--- config.mk ---
export PLATFORM = sky130hd
export DESIGN_NAME = mmio_uart_fifo
export DESIGN_NICKNAME = d
export VERILOG_FILES = /design/src/rtl/mmio_uart_pkg.sv /design/src/rtl/sync_fifo.sv /design/src/rtl/mmio_uart_fifo.sv
export SDC_FILE = /design/constraint.sdc
export NUM_CORES = 1
export LEC_CHECK = 0
export CORE_MARGIN = 1.5
export CORE_UTILIZATION = 50
export CTS_CLUSTER_DIAMETER = 50
export DETAILED_ROUTE_END_ITERATION = 8
export HOLD_SLACK_MARGIN = 0.05
export PLACE_DENSITY = 0.7
export SLEW_MARGIN = 30
export SYNTH_ARGS = -nofsm -noshare
export SYNTH_HDL_FRONTEND = slang
export SYNTH_SLANG_ARGS = --single-unit
--- constraint.sdc ---
create_clock -name clk -period 4.15 [get_ports clk]
set_input_delay 0.6225 -clock clk [delete_from_list [all_inputs] [get_ports clk]]
set_output_delay 0.6225 -clock clk [all_outputs]
set_load 0.02 [all_outputs]
--- src/rtl/mmio_uart_pkg.sv ---
// Shared definitions for the memory-mapped UART: register offsets, status bit
// positions and the TX/RX state encodings.
package mmio_uart_pkg;

    localparam logic [4:0] ADDR_TX   = 5'h00;
    localparam logic [4:0] ADDR_RX   = 5'h04;
    localparam logic [4:0] ADDR_CTRL = 5'h08;
    localparam logic [4:0] ADDR_STAT = 5'h10;

    localparam int unsigned STAT_TX_NFULL  = 0;
    localparam int unsigned STAT_RX_NEMPTY = 1;
    localparam int unsigned STAT_TX_DONE   = 2;
    localparam int unsigned STAT_OVERRUN   = 3;
    localparam int unsigned STAT_FRAME_ERR = 4;

    localparam int unsigned CTRL_RX_IE = 0;
    localparam int unsigned CTRL_TX_IE = 1;

    typedef enum logic [1:0] {TxIdle, TxStart, TxData, TxStop} tx_state_e;
    typedef enum logic [1:0] {RxIdle, RxStart, RxData, RxStop} rx_state_e;

endpackage

--- src/rtl/sync_fifo.sv ---
// Byte-wide synchronous FIFO with fall-through head; a push is accepted while
// full when a pop happens in the same cycle.
module sync_fifo #(
    parameter int unsigned AW = 3
) (
    input  logic        clk,
    input  logic        rst,
    input  logic        push,
    input  logic [7:0]  wdata,
    input  logic        pop,
    output logic [7:0]  rdata,
    output logic        full,
    output logic        empty,
    output logic [AW:0] count
);

    localparam int unsigned Depth = 1 << AW;

    logic [7:0]  mem_q [Depth];
    logic [AW:0] wptr_q, rptr_q;
    logic        do_push, do_pop;

    assign empty   = (wptr_q == rptr_q);
    assign full    = (wptr_q[AW] != rptr_q[AW]) && (wptr_q[AW-1:0] == rptr_q[AW-1:0]);
    assign count   = wptr_q - rptr_q;
    assign do_pop  = pop & ~empty;
    assign do_push = push & (~full | do_pop);
    assign rdata   = mem_q[rptr_q[AW-1:0]];

    always_ff @(posedge clk) begin
        if (rst) begin
            wptr_q <= '0;
            rptr_q <= '0;
        end else begin
            if (do_push) wptr_q <= wptr_q + 1'b1;
            if (do_pop)  rptr_q <= rptr_q + 1'b1;
        end
    end

    always_ff @(posedge clk) begin
        if (do_push) mem_q[wptr_q[AW-1:0]] <= wdata;
    end

endmodule

--- src/rtl/mmio_uart_fifo.sv ---
// Memory-mapped UART with TX and RX byte FIFOs, registered 1-cycle read data
// and a level interrupt.
module mmio_uart_fifo
    import mmio_uart_pkg::*;
#(
    parameter int unsigned CLOCK_DIV = 104,
    parameter int unsigned FIFO_AW   = 3
) (
    input  logic        clk,
    input  logic        rst,
    input  logic        sel,
    input  logic        mem_valid,
    input  logic        mem_write,
    input  logic [3:0]  mem_wmask,
    input  logic [31:0] mem_wdata,
    input  logic [4:0]  mem_addr,
    output logic [31:0] mem_rdata,
    input  logic        uart_rx,
    output logic        uart_tx,
    output logic        irq
);

    localparam logic [15:0] DIV_M1  = 16'(CLOCK_DIV - 1);
    localparam logic [15:0] HALF_M1 = 16'(CLOCK_DIV / 2 - 1);

    // Bus decode
    logic req, rd_req, wr_req;
    logic tx_push, rx_pop, ctrl_wr, stat_wr;

    assign req     = sel & mem_valid;
    assign rd_req  = req & ~mem_write;
    assign wr_req  = req & mem_write;
    assign tx_push = wr_req & (mem_addr == ADDR_TX) & mem_wmask[0];
    assign ctrl_wr = wr_req & (mem_addr == ADDR_CTRL) & mem_wmask[0];
    assign stat_wr = wr_req & (mem_addr == ADDR_STAT) & mem_wmask[0];

    // FIFOs
    logic [7:0]       tx_head, rx_head, rx_byte;
    logic             tx_full, tx_empty, tx_pop;
    logic             rx_full, rx_empty, rx_push;
    logic [FIFO_AW:0] tx_count, rx_count;

    assign rx_pop = rd_req & (mem_addr == ADDR_RX) & ~rx_empty;

    sync_fifo #(.AW(FIFO_AW)) u_tx_fifo (
        .clk   (clk),
        .rst   (rst),
        .push  (tx_push),
        .wdata (mem_wdata[7:0]),
        .pop   (tx_pop),
        .rdata (tx_head),
        .full  (tx_full),
        .empty (tx_empty),
        .count (tx_count)
    );

    sync_fifo #(.AW(FIFO_AW)) u_rx_fifo (
        .clk   (clk),
        .rst   (rst),
        .push  (rx_push),
        .wdata (rx_byte),
        .pop   (rx_pop),
        .rdata (rx_head),
        .full  (rx_full),
        .empty (rx_empty),
        .count (rx_count)
    );

    // TX FSM
    tx_state_e   tx_state_q, tx_state_d;
    logic [15:0] tx_cnt_q, tx_cnt_d;
    logic [2:0]  tx_bit_q, tx_bit_d;
    logic [7:0]  tx_shift_q, tx_shift_d;
    logic        tx_q, tx_d;

    always_comb begin
        tx_state_d = tx_state_q;
        tx_cnt_d   = tx_cnt_q;
        tx_bit_d   = tx_bit_q;
        tx_shift_d = tx_shift_q;
        tx_d       = tx_q;
        tx_pop     = 1'b0;
        unique case (tx_state_q)
            TxIdle: begin
                if (!tx_empty) begin
                    tx_pop     = 1'b1;
                    tx_shift_d = tx_head;
                    tx_d       = 1'b0;
                    tx_cnt_d   = DIV_M1;
                    tx_state_d = TxStart;
                end
            end
            TxStart: begin
                if (tx_cnt_q != '0) begin
                    tx_cnt_d = tx_cnt_q - 16'd1;
                end else begin
                    tx_d       = tx_shift_q[0];
                    tx_bit_d   = '0;
                    tx_cnt_d   = DIV_M1;
                    tx_state_d = TxData;
                end
            end
            TxData: begin
                if (tx_cnt_q != '0) begin
                    tx_cnt_d = tx_cnt_q - 16'd1;
                end else begin
                    tx_cnt_d = DIV_M1;
                    if (tx_bit_q == 3'd7) begin
                        tx_d       = 1'b1;
                        tx_state_d = TxStop;
                    end else begin
                        tx_shift_d = {1'b0, tx_shift_q[7:1]};
                        tx_d       = tx_shift_q[1];
                        tx_bit_d   = tx_bit_q + 3'd1;
                    end
                end
            end
            TxStop: begin
                if (tx_cnt_q != '0) begin
                    tx_cnt_d = tx_cnt_q - 16'd1;
                end else if (!tx_empty) begin
                    // Back-to-back frame: skip IDLE so no gap appears on the line.
                    tx_pop     = 1'b1;
                    tx_shift_d = tx_head;
                    tx_d       = 1'b0;
                    tx_cnt_d   = DIV_M1;
                    tx_state_d = TxStart;
                end else begin
                    tx_state_d = TxIdle;
                end
            end
            default: tx_state_d = TxIdle;
        endcase
    end

    always_ff @(posedge clk) begin
        if (rst) begin
            tx_state_q <= TxIdle;
            tx_cnt_q   <= '0;
            tx_bit_q   <= '0;
            tx_shift_q <= '0;
            tx_q       <= 1'b1;
        end else begin
            tx_state_q <= tx_state_d;
            tx_cnt_q   <= tx_cnt_d;
            tx_bit_q   <= tx_bit_d;
            tx_shift_q <= tx_shift_d;
            tx_q       <= tx_d;
        end
    end

    assign uart_tx = tx_q;

    // RX synchronizer and FSM
    logic        rx_s1_q, rx_s2_q, rx_prev_q;
    rx_state_e   rx_state_q, rx_state_d;
    logic [15:0] rx_cnt_q, rx_cnt_d;
    logic [2:0]  rx_bit_q, rx_bit_d;
    logic [7:0]  rx_shift_q, rx_shift_d;
    logic        frame_set;

    assign rx_byte = rx_shift_q;

    always_comb begin
        rx_state_d = rx_state_q;
        rx_cnt_d   = rx_cnt_q;
        rx_bit_d   = rx_bit_q;
        rx_shift_d = rx_shift_q;
        rx_push    = 1'b0;
        frame_set  = 1'b0;
        unique case (rx_state_q)
            RxIdle: begin
                // Needs a 1->0 transition, so a line held low after a bad stop never re-arms.
                if (!rx_s2_q && rx_prev_q) begin
                    rx_cnt_d   = HALF_M1;
                    rx_state_d = RxStart;
                end
            end
            RxStart: begin
                if (rx_cnt_q != '0) begin
                    rx_cnt_d = rx_cnt_q - 16'd1;
                end else if (rx_s2_q) begin
                    rx_state_d = RxIdle;
                end else begin
                    rx_cnt_d   = DIV_M1;
                    rx_bit_d   = '0;
                    rx_state_d = RxData;
                end
            end
            RxData: begin
                if (rx_cnt_q != '0) begin
                    rx_cnt_d = rx_cnt_q - 16'd1;
                end else begin
                    rx_shift_d = {rx_s2_q, rx_shift_q[7:1]};
                    rx_cnt_d   = DIV_M1;
                    if (rx_bit_q == 3'd7) rx_state_d = RxStop;
                    else                  rx_bit_d   = rx_bit_q + 3'd1;
                end
            end
            RxStop: begin
                if (rx_cnt_q != '0) begin
                    rx_cnt_d = rx_cnt_q - 16'd1;
                end else begin
                    rx_state_d = RxIdle;
                    if (rx_s2_q) rx_push   = 1'b1;
                    else         frame_set = 1'b1;
                end
            end
            default: rx_state_d = RxIdle;
        endcase
    end

    always_ff @(posedge clk) begin
        if (rst) begin
            rx_s1_q    <= 1'b1;
            rx_s2_q    <= 1'b1;
            rx_prev_q  <= 1'b1;
            rx_state_q <= RxIdle;
            rx_cnt_q   <= '0;
            rx_bit_q   <= '0;
            rx_shift_q <= '0;
        end else begin
            rx_s1_q    <= uart_rx;
            rx_s2_q    <= rx_s1_q;
            rx_prev_q  <= rx_s2_q;
            rx_state_q <= rx_state_d;
            rx_cnt_q   <= rx_cnt_d;
            rx_bit_q   <= rx_bit_d;
            rx_shift_q <= rx_shift_d;
        end
    end

    // Control, flags, read data
    logic        rx_ie_q, tx_ie_q;
    logic        overrun_q, overrun_d, frame_err_q, frame_err_d;
    logic [31:0] status, rd_val, rdata_q;

    always_comb begin
        overrun_d   = overrun_q;
        frame_err_d = frame_err_q;
        if (stat_wr && mem_wdata[STAT_OVERRUN])   overrun_d   = 1'b0;
        if (stat_wr && mem_wdata[STAT_FRAME_ERR]) frame_err_d = 1'b0;
        // A same-cycle bus pop frees the slot, so that case is not an overrun.
        if (rx_push && rx_full && !rx_pop)        overrun_d   = 1'b1;
        if (frame_set)                            frame_err_d = 1'b1;
    end

    always_comb begin
        status                 = '0;
        status[STAT_TX_NFULL]  = ~tx_full;
        status[STAT_RX_NEMPTY] = ~rx_empty;
        status[STAT_TX_DONE]   = tx_empty & (tx_state_q == TxIdle);
        status[STAT_OVERRUN]   = overrun_q;
        status[STAT_FRAME_ERR] = frame_err_q;
        status[15:8]           = 8'(rx_count);
    end

    always_comb begin
        rd_val = '0;
        case (mem_addr)
            ADDR_RX:   rd_val = rx_empty ? 32'd0 : {24'd0, rx_head};
            ADDR_CTRL: rd_val = {30'd0, tx_ie_q, rx_ie_q};
            ADDR_STAT: rd_val = status;
            default:   rd_val = '0;
        endcase
    end

    always_ff @(posedge clk) begin
        if (rst) begin
            rx_ie_q     <= 1'b0;
            tx_ie_q     <= 1'b0;
            overrun_q   <= 1'b0;
            frame_err_q <= 1'b0;
            rdata_q     <= '0;
        end else begin
            if (ctrl_wr) begin
                rx_ie_q <= mem_wdata[CTRL_RX_IE];
                tx_ie_q <= mem_wdata[CTRL_TX_IE];
            end
            overrun_q   <= overrun_d;
            frame_err_q <= frame_err_d;
            if (rd_req) rdata_q <= rd_val;
        end
    end

    assign mem_rdata = rdata_q;
    assign irq       = (~rx_empty & rx_ie_q) | (tx_empty & tx_ie_q);

    logic unused_bits;
    assign unused_bits = ^{mem_wdata[31:8], mem_wmask[3:1], tx_count};

endmodule

==> impl_metrics.toml <==
[routing]
vias_per_cell = 5.716
drc_errors = 0
firstDrtPassIters = 4
ant_nets = 0
avgRoutedWirePerCell_um = 18.10
drt_iter0_drc = 421
num_vias = 6836
wl_mm = 21.65

[die]
die_y_um = 147.0
initial_core_util = 0.5110
die_w_um = 147.0
ios = 81
rows = 52
coreArea_um2 = 20300
dieArea_um2 = 21620

[logic_synthesis]
synth_largest_area_cell = "edfxtp_1"
synthDistinctLibCells = 78
ys_seq_area_frac = 0.5636
syn-instance-count = 858
synthFlopType = "edfxtp_1"
netlist_area_um2 = 10370
synth-seq-cells = 228
synth_edf_count = 128
synth_top_area_frac = 0.3706
async_reset_ff_frac = 0
ys.warnings.count = 0
avgSynthCellArea_um2 = 12.09
yosys-top-cells-area = "edfxtp_1, dfxtp_1, mux4_2, ha_1, a21oi_1"

[global_routing]
grt-ovfl-total = 0
use_met1 = 0.2602
busiest_layer = "met2"
grt_max_degree = 37
gr-usage-all-layers = 0.2025
grt_pass1_wl_mm = 34.93
use_met2 = 0.3507
grt_pass1_vias = 6803
antenna_found_initial = 1
grt_util_met3 = 0.03385

[cts]
cts_hold_buffers = 0
cts_inserted_buffers = 28
clock_latency_ns = 0.52
ctsResizeCount = 0
clockBufferDepth = 3
cts_max_level = 1
clock_sinks = 228
clkSlewWorstSetupHoldPaths_ns = 0.06
cts_tree = "built"
cts_setup_buffers = 0
cts_root_buffer = "clkbuf_16"

[finish]
drive_gt1_frac = 0.1479
nNetsFinal = 977
area_growth_pct = 15.65
fin_cells = 1196
num_antenna_cells = 0
finalInstanceArea_um2 = 12000
utilization = 0.5909

[placed_design]
place_inst = 1144
placed_area_um2 = 10980
gp_congestion = 0.8181
dp_hpwl_mm = 14.48
port_buffers = 33

[outcome]
status = "finished clean"

[sta]
maxSlewViolCount = 0
finalCritPeriodShare = 0.8363
finalSetupViolCount = 0
tightestPinTransition_ns = 0.8064
finalClockSkew_ns = 0.01002
slew_headroom = 0.4617
rsz0062_at_grt = "false"
hold_viol = 0
fin_tns_setup_ns = 0
fin_crit_ns = 3.471
clock.fmax_mhz = 288.1

[worst_setup_path]
worstPathMaxFanout = 16
critPathRequiredTime_ns = 3.53
setup.worst_path.end_class = "primary output"
critPathLaunch = "u_tx_fifo.wptr_q[1]"
critPathKind = "reg2out"
worstSetupStartpointType = "flop"
worstPathArrival_ns = 2.85
timing.rr.start = "tx_cnt_q[0]"

[power_and_ir_drop]
power_mw = 6.695
p_leak_nw = 4.095
peakVddDrop_mv = 0.3930
powerDensity_nw_per_um2 = 558.1

[hold_path]
hp-start = "rx_s1_q"
hp-class = "reg2reg"

[job]
cap_violations = 0
metal layers:
layer  vias to the layer above  wire [um]
met1                      3363       9445
met2                       131      10970
met5                         -          0
li1                       3309          -
met3                        33        760
met4                         0        480
Yosys cell counts, types with 8 or more instances:
cell type / count
nor2b_1: 10
ha_1: 25
nand2b_1: 15
nor3_1: 21
buf_2: 11
xnor2_1: 12
o21ai_0: 21
xor2_1: 9
or3_1: 10
a21oi_1: 61
o31ai_1: 12
edfxtp_1: 128
mux2_2: 8
nand3_1: 28
mux2i_1: 11
nand2_1: 57
inv_1: 20
nor2_1: 62
clkbuf_1: 20
buf_4: 24
or4_1: 11
mux4_2: 32
dfxtp_1: 100
critical path, cell delays in order (launching register included):
cell and delay, ns:
dfxtp_1 0.59, xnor2_1 0.22, and4_1 0.60, a22o_1 0.28, clkdlybuf4s50_1 0.62
placed cells by master, fill, tap and decap left out, types with 8 or more instances in the layout:
cell type          n
o31ai_1           12
clkdlybuf4s50_1   32
nand3_1           28
nand2b_1          15
clkbuf_16         29
or4_1             11
nor2_1            62
nand2_1           57
buf_4             24
dfxtp_1          100
mux2i_1           11
xor2_1             9
inv_1             20
mux4_2            32
ha_1              25
nor3_1            21
a21oi_1           61
or3_1             10
xnor2_1           12
conb_1            20
edfxtp_1         128
nor2b_1           10
mux2_2             8
o21ai_0           21
power breakdown:
part / internal (mW) / switching, mW / leakage [nW]
Clock: 1.68 / 0.915 / 0.494
Combinational: 0.530 / 1.00 / 1.62
Sequential: 2.47 / 0.101 / 1.98
Total: 4.68 / 2.02 / 4.10
path summary, 6_finish.rpt:
path,cells after the start,end,slack (ns)
hold / removal,1,rx_s2_q,0.41
setup / recovery,4,irq,0.68
hold reg to reg,1,rx_s2_q,0.41
setup reg to reg,8,u_tx_fifo.mem_q[1][3],1.37
metrics by stage:
stage,hold slack [ns],setup WS [ns]
6_report,0.4112,0.6793
5_1_grt,0.4269,0.5665
3_5_place_dp,0.3956,1.053
2_1_floorplan,0.3895,1.104
4_1_cts,0.4131,0.6993
3_3_place_gp,0.4047,1.051
registers in the layout (all words and copies together) (netlist names), 3 cells and up, named ones only:
name / cells
mem_rdata: 12
rx_bit_q: 3
rx_byte: 8
rx_cnt_q: 16
tx_bit_q: 3
tx_cnt_q: 16
tx_shift_q: 8
u_rx_fifo.mem_q: 64
u_rx_fifo.rptr_q: 4
u_rx_fifo.wptr_q: 4
u_tx_fifo.mem_q: 64
u_tx_fifo.rptr_q: 4
u_tx_fifo.wptr_q: 4
area by class of cell:
type	count	area, um^2
Clock buffer	39	813.3
Clock inverter	13	205.2
Fill cell	1637	8304
Inverter	21	78.83
Multi-Input combinational cell	568	4209
Sequential cell	228	5846
Tap cell	270	337.8
Timing Repair Buffer	57	505.5
cell families (layout without fill, tap and decap cells):
group,Yosys count,in the layout,share of synthesized area
AO/OA/AOI/OAI,173,173,0.1139
buffers and inverters,81,130,0.03932
other,1,20,0.0003615
adder cells (fa/ha/maj),26,26,0.03209
multiplexers,51,51,0.08878
flip-flops,228,228,0.5636
XOR/XNOR,21,21,0.01773
AND/OR/NAND/NOR,277,277,0.1443
(Power assumes the default switching activity.)
